==> src/rtl/serial_adder_pkg.sv <==
// Shared types and helpers for the chunked serial adder.
// Holds the control FSM encoding and step-counter sizing.
package serial_adder_pkg;

  typedef enum logic [1:0] {
    IDLE,
    RUN,
    DONE
  } state_e;

  function automatic int cnt_w(input int width, input int chunk);
    int n;
    n = width / chunk;
    return (n > 1) ? $clog2(n) : 1;
  endfunction

endpackage

==> src/rtl/serial_adder_if.sv <==
// Operand/result handshake bundle of the serial adder.
// master drives operands and out_ready; slave is the adder.
interface serial_adder_if #(
  parameter int WIDTH = 8
);
  logic             in_valid;
  logic             in_ready;
  logic [WIDTH-1:0] a;
  logic [WIDTH-1:0] b;
  logic             c_in;
  logic             sub;
  logic             out_valid;
  logic             out_ready;
  logic [WIDTH-1:0] sum;
  logic             c_out;
  logic             overflow;

  modport master (
    output in_valid, a, b, c_in, sub, out_ready,
    input  in_ready, out_valid, sum, c_out, overflow
  );

  modport slave (
    input  in_valid, a, b, c_in, sub, out_ready,
    output in_ready, out_valid, sum, c_out, overflow
  );
endinterface

==> src/rtl/full_adder.sv <==
// One-bit full adder, the cell chained inside the serial adder.
// Purely combinational.
module full_adder (
  input  logic a_i,
  input  logic b_i,
  input  logic c_i,
  output logic s_o,
  output logic c_o
);
  assign s_o = a_i ^ b_i ^ c_i;
  assign c_o = (a_i & b_i) | (c_i & (a_i ^ b_i));
endmodule

==> src/rtl/serial_adder.sv <==
// Serial adder/subtractor: CHUNK bits per clock, WIDTH/CHUNK steps.
// Results are shifted in from the MSB end and shown only in DONE.
module serial_adder
  import serial_adder_pkg::*;
#(
  parameter int WIDTH = 8,
  parameter int CHUNK = 1
) (
  input logic           clk,
  input logic           rst_n,
  serial_adder_if.slave bus
);
  localparam int N  = WIDTH / CHUNK;
  localparam int CW = cnt_w(WIDTH, CHUNK);
  localparam logic [CW-1:0] LAST = CW'(N - 1);

  if (WIDTH < 2 || (WIDTH % CHUNK) != 0) begin : g_bad_cfg
    $error("serial_adder: WIDTH must be >= 2 and a multiple of CHUNK");
  end

  state_e           state_q, state_d;
  logic [WIDTH-1:0] a_q, a_d;
  logic [WIDTH-1:0] b_q, b_d;
  logic [WIDTH-1:0] sum_q, sum_d;
  logic             carry_q, carry_d;
  logic             ovf_q, ovf_d;
  logic [CW-1:0]    cnt_q, cnt_d;

  logic [CHUNK:0]   c;
  logic [CHUNK-1:0] s;

  assign c[0] = carry_q;

  for (genvar i = 0; i < CHUNK; i++) begin : g_fa
    full_adder u_fa (
      .a_i (a_q[i]),
      .b_i (b_q[i]),
      .c_i (c[i]),
      .s_o (s[i]),
      .c_o (c[i+1])
    );
  end

  always_ff @(posedge clk or negedge rst_n) begin
    if (!rst_n) begin
      state_q <= IDLE;
      a_q     <= '0;
      b_q     <= '0;
      sum_q   <= '0;
      carry_q <= 1'b0;
      ovf_q   <= 1'b0;
      cnt_q   <= '0;
    end else begin
      state_q <= state_d;
      a_q     <= a_d;
      b_q     <= b_d;
      sum_q   <= sum_d;
      carry_q <= carry_d;
      ovf_q   <= ovf_d;
      cnt_q   <= cnt_d;
    end
  end

  always_comb begin
    state_d = state_q;
    a_d     = a_q;
    b_d     = b_q;
    sum_d   = sum_q;
    carry_d = carry_q;
    ovf_d   = ovf_q;
    cnt_d   = cnt_q;
    unique case (state_q)
      IDLE: begin
        if (bus.in_valid) begin
          // Subtract is A + ~B + 1, so c_in is ignored then.
          a_d     = bus.a;
          b_d     = bus.b ^ {WIDTH{bus.sub}};
          carry_d = bus.sub ? 1'b1 : bus.c_in;
          sum_d   = '0;
          ovf_d   = 1'b0;
          cnt_d   = '0;
          state_d = RUN;
        end
      end
      RUN: begin
        a_d     = a_q >> CHUNK;
        b_d     = b_q >> CHUNK;
        sum_d   = (sum_q >> CHUNK)
                | (WIDTH'(s) << (WIDTH - CHUNK));
        carry_d = c[CHUNK];
        cnt_d   = cnt_q + CW'(1);
        if (cnt_q == LAST) begin
          ovf_d   = c[CHUNK] ^ c[CHUNK-1];
          state_d = DONE;
        end
      end
      DONE: begin
        if (bus.out_ready) state_d = IDLE;
      end
      default: state_d = IDLE;
    endcase
  end

  assign bus.in_ready  = (state_q == IDLE);
  assign bus.out_valid = (state_q == DONE);
  assign bus.sum       = bus.out_valid ? sum_q : '0;
  assign bus.c_out     = bus.out_valid & carry_q;
  assign bus.overflow  = bus.out_valid & ovf_q;

endmodule
==> src/flat_wrapper.sv <==
// flat-port wrapper written by rule: the top's interface ports become plain ports
module serial_adder_flat import serial_adder_pkg::*;
#(
  parameter int WIDTH = 8,
  parameter int CHUNK = 1
)
  (clk, rst_n, bus_in_valid, bus_a, bus_b, bus_c_in, bus_sub, bus_out_ready, bus_in_ready, bus_out_valid, bus_sum, bus_c_out, bus_overflow);
  serial_adder_if #(.WIDTH(WIDTH)) bus_i ();
  input logic clk;
  input logic rst_n;
  input wire logic [$bits(bus_i.in_valid)-1:0] bus_in_valid;
  input wire logic [$bits(bus_i.a)-1:0] bus_a;
  input wire logic [$bits(bus_i.b)-1:0] bus_b;
  input wire logic [$bits(bus_i.c_in)-1:0] bus_c_in;
  input wire logic [$bits(bus_i.sub)-1:0] bus_sub;
  input wire logic [$bits(bus_i.out_ready)-1:0] bus_out_ready;
  output wire logic [$bits(bus_i.in_ready)-1:0] bus_in_ready;
  output wire logic [$bits(bus_i.out_valid)-1:0] bus_out_valid;
  output wire logic [$bits(bus_i.sum)-1:0] bus_sum;
  output wire logic [$bits(bus_i.c_out)-1:0] bus_c_out;
  output wire logic [$bits(bus_i.overflow)-1:0] bus_overflow;
  assign bus_i.in_valid = bus_in_valid;
  assign bus_i.a = bus_a;
  assign bus_i.b = bus_b;
  assign bus_i.c_in = bus_c_in;
  assign bus_i.sub = bus_sub;
  assign bus_i.out_ready = bus_out_ready;
  assign bus_in_ready = bus_i.in_ready;
  assign bus_out_valid = bus_i.out_valid;
  assign bus_sum = bus_i.sum;
  assign bus_c_out = bus_i.c_out;
  assign bus_overflow = bus_i.overflow;
  serial_adder #(.WIDTH(WIDTH), .CHUNK(CHUNK)) u_core (.clk(clk), .rst_n(rst_n), .bus(bus_i));
endmodule
==> config.mk <==
export PLATFORM = sky130hd
export DESIGN_NAME = serial_adder_flat
export DESIGN_NICKNAME = d
export VERILOG_FILES = /design/src/rtl/serial_adder_pkg.sv /design/src/rtl/serial_adder_if.sv /design/src/rtl/full_adder.sv /design/src/rtl/serial_adder.sv /design/src/flat_wrapper.sv
export SDC_FILE = /design/constraint.sdc
export NUM_CORES = 1
export LEC_CHECK = 0
export ABC_CLOCK_PERIOD_IN_PS = 1800
export CAP_MARGIN = 10
export CORE_ASPECT_RATIO = 1.1
export CORE_MARGIN = 2
export CORE_UTILIZATION = 50
export CTS_CLUSTER_DIAMETER = 40
export DETAILED_ROUTE_END_ITERATION = 12
export PLACE_DENSITY_LB_ADDON = 0.1
export SETUP_SLACK_MARGIN = 0.02
export SYNTH_ARGS = -nofsm -noshare
export SYNTH_HDL_FRONTEND = slang
export SYNTH_SLANG_ARGS = --single-unit
==> constraint.sdc <==
create_clock -name clk -period 1.8 [get_ports clk]
set_clock_uncertainty 0.2 [all_clocks]
set_input_delay 0.36 -clock clk [delete_from_list [all_inputs] [get_ports clk]]
set_output_delay 0.36 -clock clk [all_outputs]
set_load 0.01 [all_outputs]
# Word-level counts from Yosys, hierarchy flattened
# Index checks and enable logic that the tools add are counted.
[totals] ff_bits=31 in_bits=22 out_inout_bits=12 elab_cells=48
[op_classes] n_addsub=1 eq_ne=6 muxes=19 bitwise_logic=10 n_reduce_logical=5
[ops] op="$pmux W8 S2" n=3
[ops] op="$mux W8" n=4
[ops] op="$or A7 B8 Y8" n=1
[ops] op="$xor A8 B8 Y8" n=1
[ops] op="$mux W2" n=3
[ops] op="$pmux W2 S3" n=1
[ops] op="$pmux W3 S2" n=1
[ops] op="$reduce_and A3 Y1" n=2
[ops] op="$and A1 B1 Y1" n=4
[ops] op="$mux W1" n=4
[ops] op="$ne A2 B2 Y1 const B" n=2
[ops] op="$pmux W1 S2" n=2
[ops] op="$add A3 B1 Y3 const B" n=1
[ops] op="$eq A3 B3 Y1 const B" n=1
[ops] op="$mux W3" n=1
[ops] op="$xor A1 B1 Y1" n=3
[ops] op="$eq A2 B1 Y1 const B" n=1
[ops] op="$eq A2 B2 Y1 const B" n=1
[ops] op="$logic_not A2 Y1" n=1
[ops] op="$ne A2 B1 Y1 const B" n=1
[ops] op="$reduce_and A2 Y1" n=1
[ops] op="$reduce_bool A2 Y1" n=1
[ops] op="$or A1 B1 Y1" n=1

# Longest topological paths before layout
# Gate-level depths: netlist (run 1).
[depth] depth_word=6 depth_mapped=6 ltp_nobuf=4

# Hierarchy
# From an unflattened synthesis (run 1), not the netlist that was laid out.
[unflattened] hier_cells=148 area_unflattened_um2=1577.8
[modules_own_cells] module="serial_adder" n_inst=1 cells_per_inst=147 area_per_inst_um2=1557.7 seq_area_each_um2=775.7
[modules_own_cells] module="full_adder" n_inst=1 cells_per_inst=1 area_per_inst_um2=20.0 seq_area_each_um2=0.0

# Least setup slack after synthesis (run 1)
# Ideal clock, no wire load.
[synth_path] kind="reg2out" startpoint="reg u_core.state_q[1]" endpoint="out bus_overflow" arrival_time_ps=998 required_ps=1240 slack_ps=242 stages_incl_launch_ff=4 path_cell_list="dfrtp_1 > nor2b_1 > buf_2 > and2_1"
[synth_between] elab_chain_len=2
[synth_rtl] item="start: declaration" line_no="serial_adder.sv:21" source="state_e state_q, state_d;"
[synth_rtl] item="start signal: assignment" line_no="serial_adder.sv:54" source="state_q <= state_d;"
[synth_rtl] item="$eq A2 B2 Y1" line_no="serial_adder.sv:105" source="assign bus.out_valid = (state_q == DONE);"
[synth_rtl] item="net bus_out_valid" line_no="flat_wrapper.sv:18" source="output wire logic [$bits(bus_i.out_valid)-1:0] bus_out_valid;"
[synth_rtl] item="$and A1 B1 Y1" line_no="serial_adder.sv:108" source="assign bus.overflow = bus.out_valid & ovf_q;"
[synth_rtl] item="end: declaration" line_no="flat_wrapper.sv:21" source="output wire logic [$bits(bus_i.overflow)-1:0] bus_overflow;"
# The timed path passes the listed nets, and every way through them passes these cells.

# Worst setup path in the final report (run 1)
[layout_path] startpoint="reg u_core.state_q[0]" endpoint="out bus_sum[4]"
[layout_between] elab_chain_len=2
[layout_rtl] item="$eq A2 B2 Y1" line_no="serial_adder.sv:105"
[layout_rtl] item="$mux W8" line_no="serial_adder.sv:106" source="assign bus.sum = bus.out_valid ? sum_q : '0;"
[layout_rtl] item="end: declaration" line_no="flat_wrapper.sv:19" source="output wire logic [$bits(bus_i.sum)-1:0] bus_sum;"
# No other way between the ends.

==> results.json, run 1 <==
{
  "run_status": "complete, but fails checks",
  "violations": "setup timing",
  "cts-root-buf": "sky130_fd_sc_hd__clkbuf_4",
  "cp_data_required_time_ns": 1.24,
  "synthSimpleGateAreaFrac_pct": 13.16,
  "insertion_delay_ns": 0.32,
  "drt-total-wl_um": 2895,
  "worst-path-max-fanout": 5,
  "grt_first_pass_wirelength_um": 5126,
  "drv.max_cap_violation_count": 0,
  "utilization_after_layout_pct": 67.08,
  "power.net_switching_mw": 1.004,
  "crit_path_end_kind": "primary output",
  "ctsLongestPathBuffers": 2,
  "postCtsHoldBufs": 0,
  "syn_area_per_cell_um2": 10.75,
  "worst_ep_arrival_time_ns": 1.28,
  "netlist_area_um2": 1569,
  "place.port_buffers": 33,
  "ys_warn_count": 0,
  "maxUsedRoutingLayer": "met4",
  "critical-path-max-stage-delay_ns": 0.42,
  "synth_top_cell_by_area": "sky130_fd_sc_hd__dfrtp_1",
  "syn_to_final_growth_pct": 29.19,
  "r2r.worst_path.cells": 5,
  "rr_startpoint": "u_core.state_q[0]",
  "grt.total_usage_pct": 18.17,
  "drtAntennaViolNets": 0,
  "intPower_mw": 1.788,
  "clkSlewWorstSetupHoldPaths_ns": 0.09,
  "wl_met2_um": 1472,
  "synth_mux_area_share_pct": 5.104,
  "detail_route.first_pass.iterations": 4,
  "setup_slack_ns": -0.04307,
  "floorplan_row_count": 21,
  "fp.dieW_um": 57.41,
  "hpwl_um": 2025,
  "hold_viol_final": 0,
  "core_region_area_um2": 3022,
  "synthesis.instances": 146,
  "p_sw_share_pct": 35.95,
  "yosys-top-cells-area": "sky130_fd_sc_hd__dfrtp_1, sky130_fd_sc_hd__mux2i_1, sky130_fd_sc_hd__a22o_1",
  "tightestPinTransition_ns": 0.4006,
  "drv_slew": 0,
  "path_buf_inv": 2,
  "path_delay_family": "flip-flops",
  "die_height_um": 62.75,
  "worstSetupStartpointType": "flip-flop",
  "post-synth-top-area-fraction_pct": 49.44,
  "yosys.area_share.xor_xnor_pct": 5.024,
  "via_count_of_the_first_global_routing_pass": 1139,
  "power.clock.fraction_pct": 13.6,
  "final_layout_size_suffix_gt1_share_pct": 21.93,
  "slew_headroom_pct": 73.29,
  "yosys_register_bits": 31,
  "antennaDiodeCount": 0,
  "vdd.ir_drop.worst_mv": 0.8921,
  "antenna_found_initial": 0,
  "final.period_utilization_pct": 102.4,
  "synth-adder-area-share_pct": 2.871,
  "ratio_of_total_power_to_cell_area_nw_per_um2": 1377,
  "max_clock_freq_ghz": 0.5426,
  "p_leak_nw": 0.9515,
  "placer_s_final_routability_congestion_estimate": 0.7723,
  "power_frac_comb_pct": 43.3,
  "routedWlPerCell_um": 13.10,
  "critPathCapture": "bus_sum[4]",
  "final.min_clock_period_ns": 1.843,
  "cts.sinks": 31,
  "critPathLaunch": "u_core.state_q[0]",
  "initial_utilization_pct": 51.93,
  "pin_count_of_the_biggest_net_entering_global_routing": 35,
  "globalRouteOverflowTotal": 0,
  "synthesis.nets": 171,
  "initialDrtViolationCount": 24,
  "ff2ff_setup_slack_ns": 0.15,
  "compound_cell_area_share_of_the_yosys_netlist_pct": 17.38,
  "worstPathCellList": "nor2b_4, buf_6, and2_1, buf_2",
  "rsz0062_at_grt": "yes",
  "route.detailed.drc": 0,
  "r2r-end": "u_core.a_q[2]",
  "total_met3_wirelength_after_detailed_routing_um": 144,
  "criticalPathCategory": "reg -> out",
  "ys_seq_area_share_pct": 49.44,
  "largest_family_of_logic_cells_by_synthesized_area": "compound AO/OA/AOI/OAI gates",
  "critPathSlowestCell": "sky130_fd_sc_hd__dfrtp_1",
  "synth_cell_type_count": 29,
  "layout.nets": 211,
  "clock_tree.htree_level_count": 2,
  "floorplan.die_area_um2": 3602,
  "critical_path_depth": 4,
  "sequentialPowerShare_pct": 43.1,
  "ports": 34,
  "hold_path.class": "in -> async",
  "num_vias": 1168,
  "final_area_um2": 2027,
  "vias_per_cell": 5.285,
  "cts_tree": "done",
  "detail_route.wirelength.met1_um": 1238,
  "timing.final.setup_violations": 9,
  "cts_made_buffers": 5,
  "dpl_cell_area_um2": 1959
}
==> sequential cells by signal (all words and copies together) (netlist names) <==
signal          flops
u_core.a_q          8
u_core.b_q          8
u_core.carry_q      1
u_core.cnt_q        3
u_core.ovf_q        1
u_core.state_q      2
u_core.sum_q        8
==> power groups by stage <==
stage	Clock (mW)	Combinational, mW	Sequential [mW]
floorplan	0	0.957	1.16
global placement	0	1.19	1.19
detailed placement	0	1.22	1.21
CTS	0.392	1.22	1.20
global route	0.415	1.36	1.25
finish	0.379	1.21	1.20
==> logic make-up after synthesis <==
| family | Yosys count |
|---|---|
| AND/OR/NAND/NOR | 40 |
| XOR/XNOR | 9 |
| multiplexers | 8 |
| adder cells (fa/ha/maj) | 3 |
| flip-flops | 31 |
| AO/OA/AOI/OAI | 39 |
| buffers and inverters | 16 |
==> through the flow <==
| stage | power (mW) | setup WS (ns) | std cells | hold slack (ns) | TNS [ns] |
|---|---|---|---|---|---|
| floorplan | 2.117 | 0.2419 | 146 | -0.1356 | 0 |
| global placement | 2.380 | -0.07474 | 212 | 0.2680 | -0.5769 |
| detailed placement | 2.432 | -0.1189 | 212 | 0.2762 | -0.9813 |
| CTS | 2.812 | -0.01787 | 220 | 0.2303 | -0.1071 |
| global route | 3.026 | -0.1121 | 221 | 0.2610 | -0.7562 |
| finish | 2.791 | -0.04307 | 221 | 0.2254 | -0.2482 |
==> worst min path at each step <==
stage | from | endpoint | slack, ns | cells past startpoint
2_1_floorplan | rst_n | u_core.a_q[0] | -0.14 | 0
3_3_place_gp | u_core.a_q[4] | u_core.a_q[4] | 0.27 | 2
3_5_place_dp | u_core.a_q[5] | u_core.a_q[5] | 0.28 | 2
4_1_cts | rst_n | u_core.state_q[1] | 0.23 | 2
5_1_grt | rst_n | u_core.sum_q[4] | 0.26 | 2
6_report | rst_n | u_core.state_q[1] | 0.23 | 2
==> layer usage <==
layer | vias up | global-route usage (%)
met4 | 0 | 8.140
met2 | 30 | 29.97
li1 | 577 | -
met5 | - | 0
met1 | 556 | 22.06
met3 | 5 | 4.555
==> Yosys cell counts <==
cell and number:
sky130_fd_sc_hd__o21bai_4 1, sky130_fd_sc_hd__clkbuf_2 1, sky130_fd_sc_hd__o21ai_1 5, sky130_fd_sc_hd__o21ai_0 13, sky130_fd_sc_hd__buf_4 4, sky130_fd_sc_hd__and2_1 10
sky130_fd_sc_hd__dfrtp_1 31, sky130_fd_sc_hd__o31ai_2 2, sky130_fd_sc_hd__xor2_1 8, sky130_fd_sc_hd__nand3b_1 2, sky130_fd_sc_hd__buf_2 2, sky130_fd_sc_hd__ha_1 2
sky130_fd_sc_hd__nand2b_1 1, sky130_fd_sc_hd__xnor2_1 1, sky130_fd_sc_hd__nor2b_4 1, sky130_fd_sc_hd__nor3_2 1, sky130_fd_sc_hd__buf_6 2, sky130_fd_sc_hd__o22ai_1 7
sky130_fd_sc_hd__fa_1 1, sky130_fd_sc_hd__o211ai_1 1, sky130_fd_sc_hd__nand2_1 21, sky130_fd_sc_hd__clkinv_1 1, sky130_fd_sc_hd__a22o_1 9, sky130_fd_sc_hd__mux2i_1 8
sky130_fd_sc_hd__inv_1 5, sky130_fd_sc_hd__nor2_1 2, sky130_fd_sc_hd__a2bb2oi_1 1, sky130_fd_sc_hd__buf_12 1, sky130_fd_sc_hd__nor2b_1 2
==> cells in the final DEF (no fill, tap or decap), types with 6 or more instances in the layout <==
master / n
sky130_fd_sc_hd__dfrtp_1: 31
sky130_fd_sc_hd__nand2_1: 21
sky130_fd_sc_hd__clkdlybuf4s50_1: 21
sky130_fd_sc_hd__o21ai_0: 13
sky130_fd_sc_hd__o22ai_1: 7
sky130_fd_sc_hd__mux2i_1: 8
sky130_fd_sc_hd__and2_4: 6
sky130_fd_sc_hd__xor2_1: 8
sky130_fd_sc_hd__buf_6: 8
sky130_fd_sc_hd__a22o_1: 9
==> timing repair <==
action                                  4_1_cts  5_1_grt
buffers inserted                              1        1
endpoints found under the setup margin       12       11
cloned                                        0        1
resized for setup                            50       15
pin swaps                                     0        1
==> cell type report <==
type / instances / area (um2)
clock buffers: 7 / 45.04
clock inverters: 1 / 5.005
fillers: 247 / 994.7
inverters: 6 / 22.52
multi-input cells: 99 / 708.2
flip-flops and latches: 31 / 775.7
well taps: 34 / 42.54
repair buffers: 43 / 427.9
No activity file was read; power rests on OpenSTA's default activity.
==> inputs of run 2 (changes only) <==
--- a/config.mk
+++ b/config.mk
@@ -12,7 +12,9 @@
 export CORE_UTILIZATION = 50
 export CTS_CLUSTER_DIAMETER = 40
 export DETAILED_ROUTE_END_ITERATION = 12
+export GPL_TIMING_DRIVEN = 0
 export PLACE_DENSITY_LB_ADDON = 0.1
+export RECOVER_POWER = 50
 export SETUP_SLACK_MARGIN = 0.02
 export SYNTH_ARGS = -nofsm -noshare
 export SYNTH_HDL_FRONTEND = slang
==> results.json, run 2 (same netlist as run 1, synthesis figures left out) <==
{
  "worstSetupStartpointType": "flip-flop",
  "cts_made_buffers": 5,
  "cp_data_required_time_ns": 1.24,
  "via_count_of_the_first_global_routing_pass": 1292,
  "clkSlewWorstSetupHoldPaths_ns": 0.08,
  "postCtsHoldBufs": 0,
  "critPathMostFrequentCell": "sky130_fd_sc_hd__buf_6",
  "p_leak_nw": 0.9666,
  "die_height_um": 62.75,
  "final.min_clock_period_ns": 1.833,
  "timing.final.setup_violations": 9,
  "crit_path_end_kind": "primary output",
  "finish.cell_count_without_fillers": 223,
  "violations": "setup timing",
  "final_layout_size_suffix_gt1_share_pct": 24.87,
  "antennaDiodeCount": 0,
  "critPathSlowestCell": "sky130_fd_sc_hd__dfrtp_1",
  "tightestPinTransition_ns": 0.7227,
  "fp.dieW_um": 57.41,
  "max_clock_freq_ghz": 0.5456,
  "vdd.ir_drop.worst_mv": 0.9006,
  "final.period_utilization_pct": 101.8,
  "worst-path-max-fanout": 5,
  "initial_utilization_pct": 51.93,
  "mostFrequentLayoutCell": "sky130_fd_sc_hd__dfrtp_1",
  "criticalPathCategory": "reg -> out",
  "reg.largest.list": "u_core.a_q (8), u_core.b_q (8), u_core.sum_q (8)",
  "ratio_of_total_power_to_cell_area_nw_per_um2": 1391,
  "vias_per_cell": 5.507,
  "hold_viol_final": 0,
  "place.port_buffers": 32,
  "cts_tree": "done",
  "num_vias": 1228,
  "routedWlPerCell_um": 15.05,
  "clock_tree.htree_level_count": 2,
  "drtAntennaViolNets": 0,
  "grt_first_pass_wirelength_um": 5961,
  "layout.nets": 215,
  "drv_slew": 0,
  "n_fill_cell": 249,
  "core_region_area_um2": 3022,
  "route.detailed.drc": 0,
  "layout.cells.most_common_list": "sky130_fd_sc_hd__dfrtp_1, sky130_fd_sc_hd__nand2_1, sky130_fd_sc_hd__clkdlybuf4s50_1, sky130_fd_sc_hd__buf_6, sky130_fd_sc_hd__o21ai_0",
  "critical-path-max-stage-delay_ns": 0.42,
  "worst_ep_arrival_time_ns": 1.27,
  "hold_path.class": "reg -> reg",
  "run_status": "complete, but fails checks",
  "worstPathCellList": "nor2b_4, buf_6, and2_4, buf_6",
  "setup_slack_ns": -0.03294,
  "syn_to_final_growth_pct": 30.62,
  "hpwl_um": 2364,
  "place_worst_setup_slack_ns": -0.3536,
  "detail_route.first_pass.iterations": 4,
  "antenna_found_initial": 0,
  "ctsLongestPathBuffers": 2,
  "globalRouteOverflowTotal": 0,
  "cts-root-buf": "sky130_fd_sc_hd__clkbuf_4",
  "cts.sinks": 31,
  "floorplan_row_count": 21,
  "drv.max_cap_violation_count": 0,
  "rsz0062_at_grt": "yes",
  "drt-total-wl_um": 3356,
  "placer_s_final_routability_congestion_estimate": 0.7931,
  "slew_headroom_pct": 51.66,
  "pin_count_of_the_biggest_net_entering_global_routing": 17,
  "initialDrtViolationCount": 43,
  "ports": 34,
  "placedCellCount": 213,
  "insertion_delay_ns": 0.32,
  "grt.total_usage_pct": 21.74,
  "floorplan.die_area_um2": 3602
}
==> run 2: cell types whose count changed in the layout (fill, tap and decap cells not counted), moves of 2 or more <==
cell / previous run / this run
sky130_fd_sc_hd__buf_6: 8 / 12
sky130_fd_sc_hd__buf_12: 3 / 1
sky130_fd_sc_hd__and2_4: 6 / 8
sky130_fd_sc_hd__clkdlybuf4s50_1: 21 / 18
sky130_fd_sc_hd__dlygate4sd3_1: 0 / 2
sky130_fd_sc_hd__buf_4: 5 / 7
sky130_fd_sc_hd__and2_1: 4 / 2
==> run 2: cell type report <==
cell class	count	area (um2)	area share, %
buffer	9	88.84	4.335
tap	34	42.54	2.076
multi-input combinational	99	710.7	34.68
sequential	31	777.0	37.91
clock buffer	6	41.29	2.015
timing repair buffer	38	366.6	17.89
inverter	6	22.52	1.099
==> run 2: report_power, final <==
group	internal, mW	total, mW	switching, mW
Sequential	1.01	1.21	0.199
Combinational	0.655	1.28	0.630
Clock	0.139	0.357	0.218
Total	1.80	2.85	1.05
==> run 2: final timing paths <==
path / startpoint / slack [ns] / cells past startpoint / end
max: u_core.state_q[0] / -0.03 / 4 / bus_sum[6]
min: u_core.a_q[0] / 0.29 / 2 / u_core.a_q[0]
max reg2reg: u_core.state_q[0] / 0.12 / 7 / u_core.a_q[2]
min reg2reg: u_core.a_q[0] / 0.29 / 2 / u_core.a_q[0]
max in group asynchronous: rst_n / 0.22 / 2 / u_core.b_q[6]
min in group asynchronous: rst_n / 0.33 / 1 / u_core.cnt_q[0]
==> run 2: stage by stage <==
| stage | area [um2] | util, % | power [mW] | hold WS, ns | TNS, ns |
|---|---|---|---|---|---|
| after detailed placement | 1959 | 64.84 | 2.469 | 0.2746 | -3.765 |
| final | 2049 | 67.83 | 2.851 | 0.2932 | -0.2152 |
| after global placement | 1932 | 63.93 | 2.392 | 0.2605 | -15.56 |
| after CTS | 2033 | 67.29 | 2.864 | 0.2949 | -0.9185 |
| after floorplan | 1569 | - | 2.117 | -0.1356 | 0 |
| after global routing | 2049 | 67.83 | 3.093 | 0.3160 | -0.9850 |
==> run 2: critical path: cells and delay by family, from the launching register on <==
| kind | cells | cell delay [ns] |
|---|---|---|
| flip-flops | 1 | 0.42 |
| AND/OR/NAND/NOR | 2 | 0.30 |
| buffers and inverters | 2 | 0.23 |
==> run 2: timing repair <==
action	4_1_cts	5_1_grt
cloned	1	0
buffers inserted	3	1
pin swaps	7	2
setup endpoints to repair	12	34
resized for setup	65	12
==> run 2: per-layer routing <==
| layer | up-vias | GRT usage, % | wire [um] |
|---|---|---|---|
| met3 | 5 | 6.418 | 148 |
| met2 | 27 | 34.66 | 1744 |
| li1 | 585 | - | - |
| met5 | - | 0 | 0 |
| met1 | 611 | 28.24 | 1420 |
| met4 | 0 | 6.977 | 42 |
==> inputs of run 3 (changes only) <==
--- a/config.mk
+++ b/config.mk
@@ -5,8 +5,8 @@
 export SDC_FILE = /design/constraint.sdc
 export NUM_CORES = 1
 export LEC_CHECK = 0
-export ABC_CLOCK_PERIOD_IN_PS = 1800
-export CAP_MARGIN = 10
+export ABC_CLOCK_PERIOD_IN_PS = 2400
+export CAP_MARGIN = 20
 export CORE_ASPECT_RATIO = 1.1
 export CORE_MARGIN = 2
 export CORE_UTILIZATION = 50
==> constraint.sdc (replaced) <==
create_clock -name clk -period 2.4 [get_ports clk]
set_clock_uncertainty 0.2 [all_clocks]
set_input_delay 0.48 -clock clk [delete_from_list [all_inputs] [get_ports clk]]
set_output_delay 0.48 -clock clk [all_outputs]
set_load 0.01 [all_outputs]
==> results.json, run 3 (same netlist as run 1, synthesis figures left out) <==
{
  "mostFrequentLayoutCell": "sky130_fd_sc_hd__dfrtp_1",
  "vdd.ir_drop.worst_mv": 0.6621,
  "syn_to_final_growth_pct": 27.91,
  "r2r-end": "u_core.sum_q[4]",
  "crit_path_end_kind": "primary output",
  "hold_viol_final": 0,
  "rr_startpoint": "u_core.state_q[1]",
  "reg.largest.list": "u_core.a_q (8), u_core.b_q (8), u_core.sum_q (8)",
  "grt_first_pass_wirelength_um": 5816,
  "ff2ff_setup_slack_ns": 0.34,
  "drtAntennaViolNets": 0,
  "vias_per_cell": 5.548,
  "cts.sinks": 31,
  "postCtsHoldBufs": 0,
  "final_area_um2": 2007,
  "globalRouteOverflowTotal": 0,
  "max_clock_freq_ghz": 0.4441,
  "setup_slack_ns": 0.1482,
  "initial_utilization_pct": 51.93,
  "clock_tree.htree_level_count": 2,
  "worst_ep_arrival_time_ns": 1.57,
  "final.min_clock_period_ns": 2.252,
  "place_worst_setup_slack_ns": 0.1264,
  "r2r.worst_path.cells": 5,
  "routedWlPerCell_um": 14.62,
  "antenna_found_initial": 0,
  "setup-tns-final_ns": 0,
  "slew_headroom_pct": 44.19,
  "ratio_of_total_power_to_cell_area_nw_per_um2": 1039,
  "layout.nets": 213,
  "drt-total-wl_um": 3231,
  "cts-root-buf": "sky130_fd_sc_hd__clkbuf_4",
  "num_vias": 1226,
  "drv_slew": 0,
  "detail_route.first_pass.iterations": 4,
  "via_count_of_the_first_global_routing_pass": 1261,
  "drv.max_cap_violation_count": 0,
  "layout.area.seq_um2": 777.0,
  "min_from": "u_core.a_q[0]",
  "initialDrtViolationCount": 30,
  "hold_end": "u_core.a_q[0]",
  "p_leak_nw": 0.9794,
  "worstHoldPathCells": 2,
  "floorplan_row_count": 21,
  "worstSetupStartpointType": "flip-flop",
  "cts_made_buffers": 5,
  "layout.cells.most_common_list": "sky130_fd_sc_hd__dfrtp_1, sky130_fd_sc_hd__nand2_1, sky130_fd_sc_hd__clkdlybuf4s50_1, sky130_fd_sc_hd__o21ai_0",
  "criticalPathCategory": "reg -> out",
  "dpl_cell_area_um2": 1959,
  "run_status": "complete, no violations",
  "ctsLongestPathBuffers": 2,
  "hpwl_um": 2364,
  "tightestPinTransition_ns": 0.8343,
  "final.period_utilization_pct": 93.82,
  "clkSlewWorstSetupHoldPaths_ns": 0.09,
  "fp.dieW_um": 57.41,
  "route.detailed.drc": 0,
  "cts_tree": "done",
  "hold_path.class": "reg -> reg",
  "die_height_um": 62.75,
  "n_fill_cell": 258,
  "ports": 34,
  "place.port_buffers": 32,
  "placer_s_final_routability_congestion_estimate": 0.7931,
  "core_region_area_um2": 3022,
  "worst-path-max-fanout": 8,
  "grt.total_usage_pct": 21.23,
  "pin_count_of_the_biggest_net_entering_global_routing": 17,
  "cp_data_required_time_ns": 1.72,
  "floorplan.die_area_um2": 3602,
  "insertion_delay_ns": 0.32,
  "timing.final.setup_violations": 0,
  "final_layout_size_suffix_gt1_share_pct": 12.30,
  "antennaDiodeCount": 0,
  "rsz0062_at_grt": "no",
  "multi_input_comb_area_um2": 690.7,
  "utilization_after_layout_pct": 66.42
}
run 3: changes by cell type in the layout (fill, tap and decap cells not counted), moves of 2 or more:
cell	change
sky130_fd_sc_hd__buf_6	-10
sky130_fd_sc_hd__dlygate4sd2_1	+10
sky130_fd_sc_hd__and2_1	+8
sky130_fd_sc_hd__and2_4	-8
sky130_fd_sc_hd__buf_2	-3
sky130_fd_sc_hd__buf_4	-3
sky130_fd_sc_hd__clkbuf_1	+2
run 3: where the power goes:
part,internal [mW],switching (mW),total (mW)
clock network,0.104,0.162,0.266
logic,0.459,0.463,0.923
registers,0.758,0.137,0.896
run 3: layout make-up:
| class | count | area share, % |
|---|---|---|
| plain buffers | 10 | 3.928 |
| well taps | 34 | 2.120 |
| multi-input cells | 99 | 34.41 |
| clock buffers | 6 | 2.057 |
| repair buffers | 35 | 17.64 |
| inverters | 6 | 1.122 |
| flip-flops and latches | 31 | 38.72 |
run 3: metrics by stage:
stage	std cells	total power [mW]	hold WS [ns]
floorplan	146	1.588	-0.01559
global placement	212	1.794	0.2605
detailed placement	213	1.852	0.2746
CTS	221	2.133	0.2949
global route	221	2.277	0.3160
finish	221	2.085	0.2929
run 3: repair_timing:
action                     CTS  global route
resized for setup           16             1
setup endpoints to repair   11             1
pin swaps                    0             0
setup buffers                1             0
gates cloned                 1             0
hold endpoints to repair     0             0
run 3: how the worst max path moves through the flow:
| stage | startpoint | end | slack [ns] | depth (start not counted) |
|---|---|---|---|---|
| floorplan | u_core.state_q[1] | bus_overflow | 0.72 | 3 |
| global placement | rst_n | u_core.b_q[3] | 0.08 | 1 |
| detailed placement | u_core.state_q[1] | bus_sum[6] | 0.13 | 4 |
| CTS | u_core.state_q[0] | bus_out_valid | 0.06 | 4 |
| global route | u_core.state_q[1] | bus_in_ready | 0.07 | 3 |
| finish | u_core.state_q[1] | bus_in_ready | 0.15 | 3 |
run 3: worst max-delay path, cell delays in order (launching register included):
cell and delay, ns:
sky130_fd_sc_hd__dfrtp_2 0.41, sky130_fd_sc_hd__clkbuf_2 0.18, sky130_fd_sc_hd__nor2_1 0.12, sky130_fd_sc_hd__clkdlybuf4s50_1 0.54
run 3: per-layer routing:
metal	share of wire, %	global-route usage (%)	wire (um)
met1	42	28.38	1353
met2	52	33.10	1678
met3	4.9	6.418	157
met4	1.3	6.395	42
met5	0	0	0
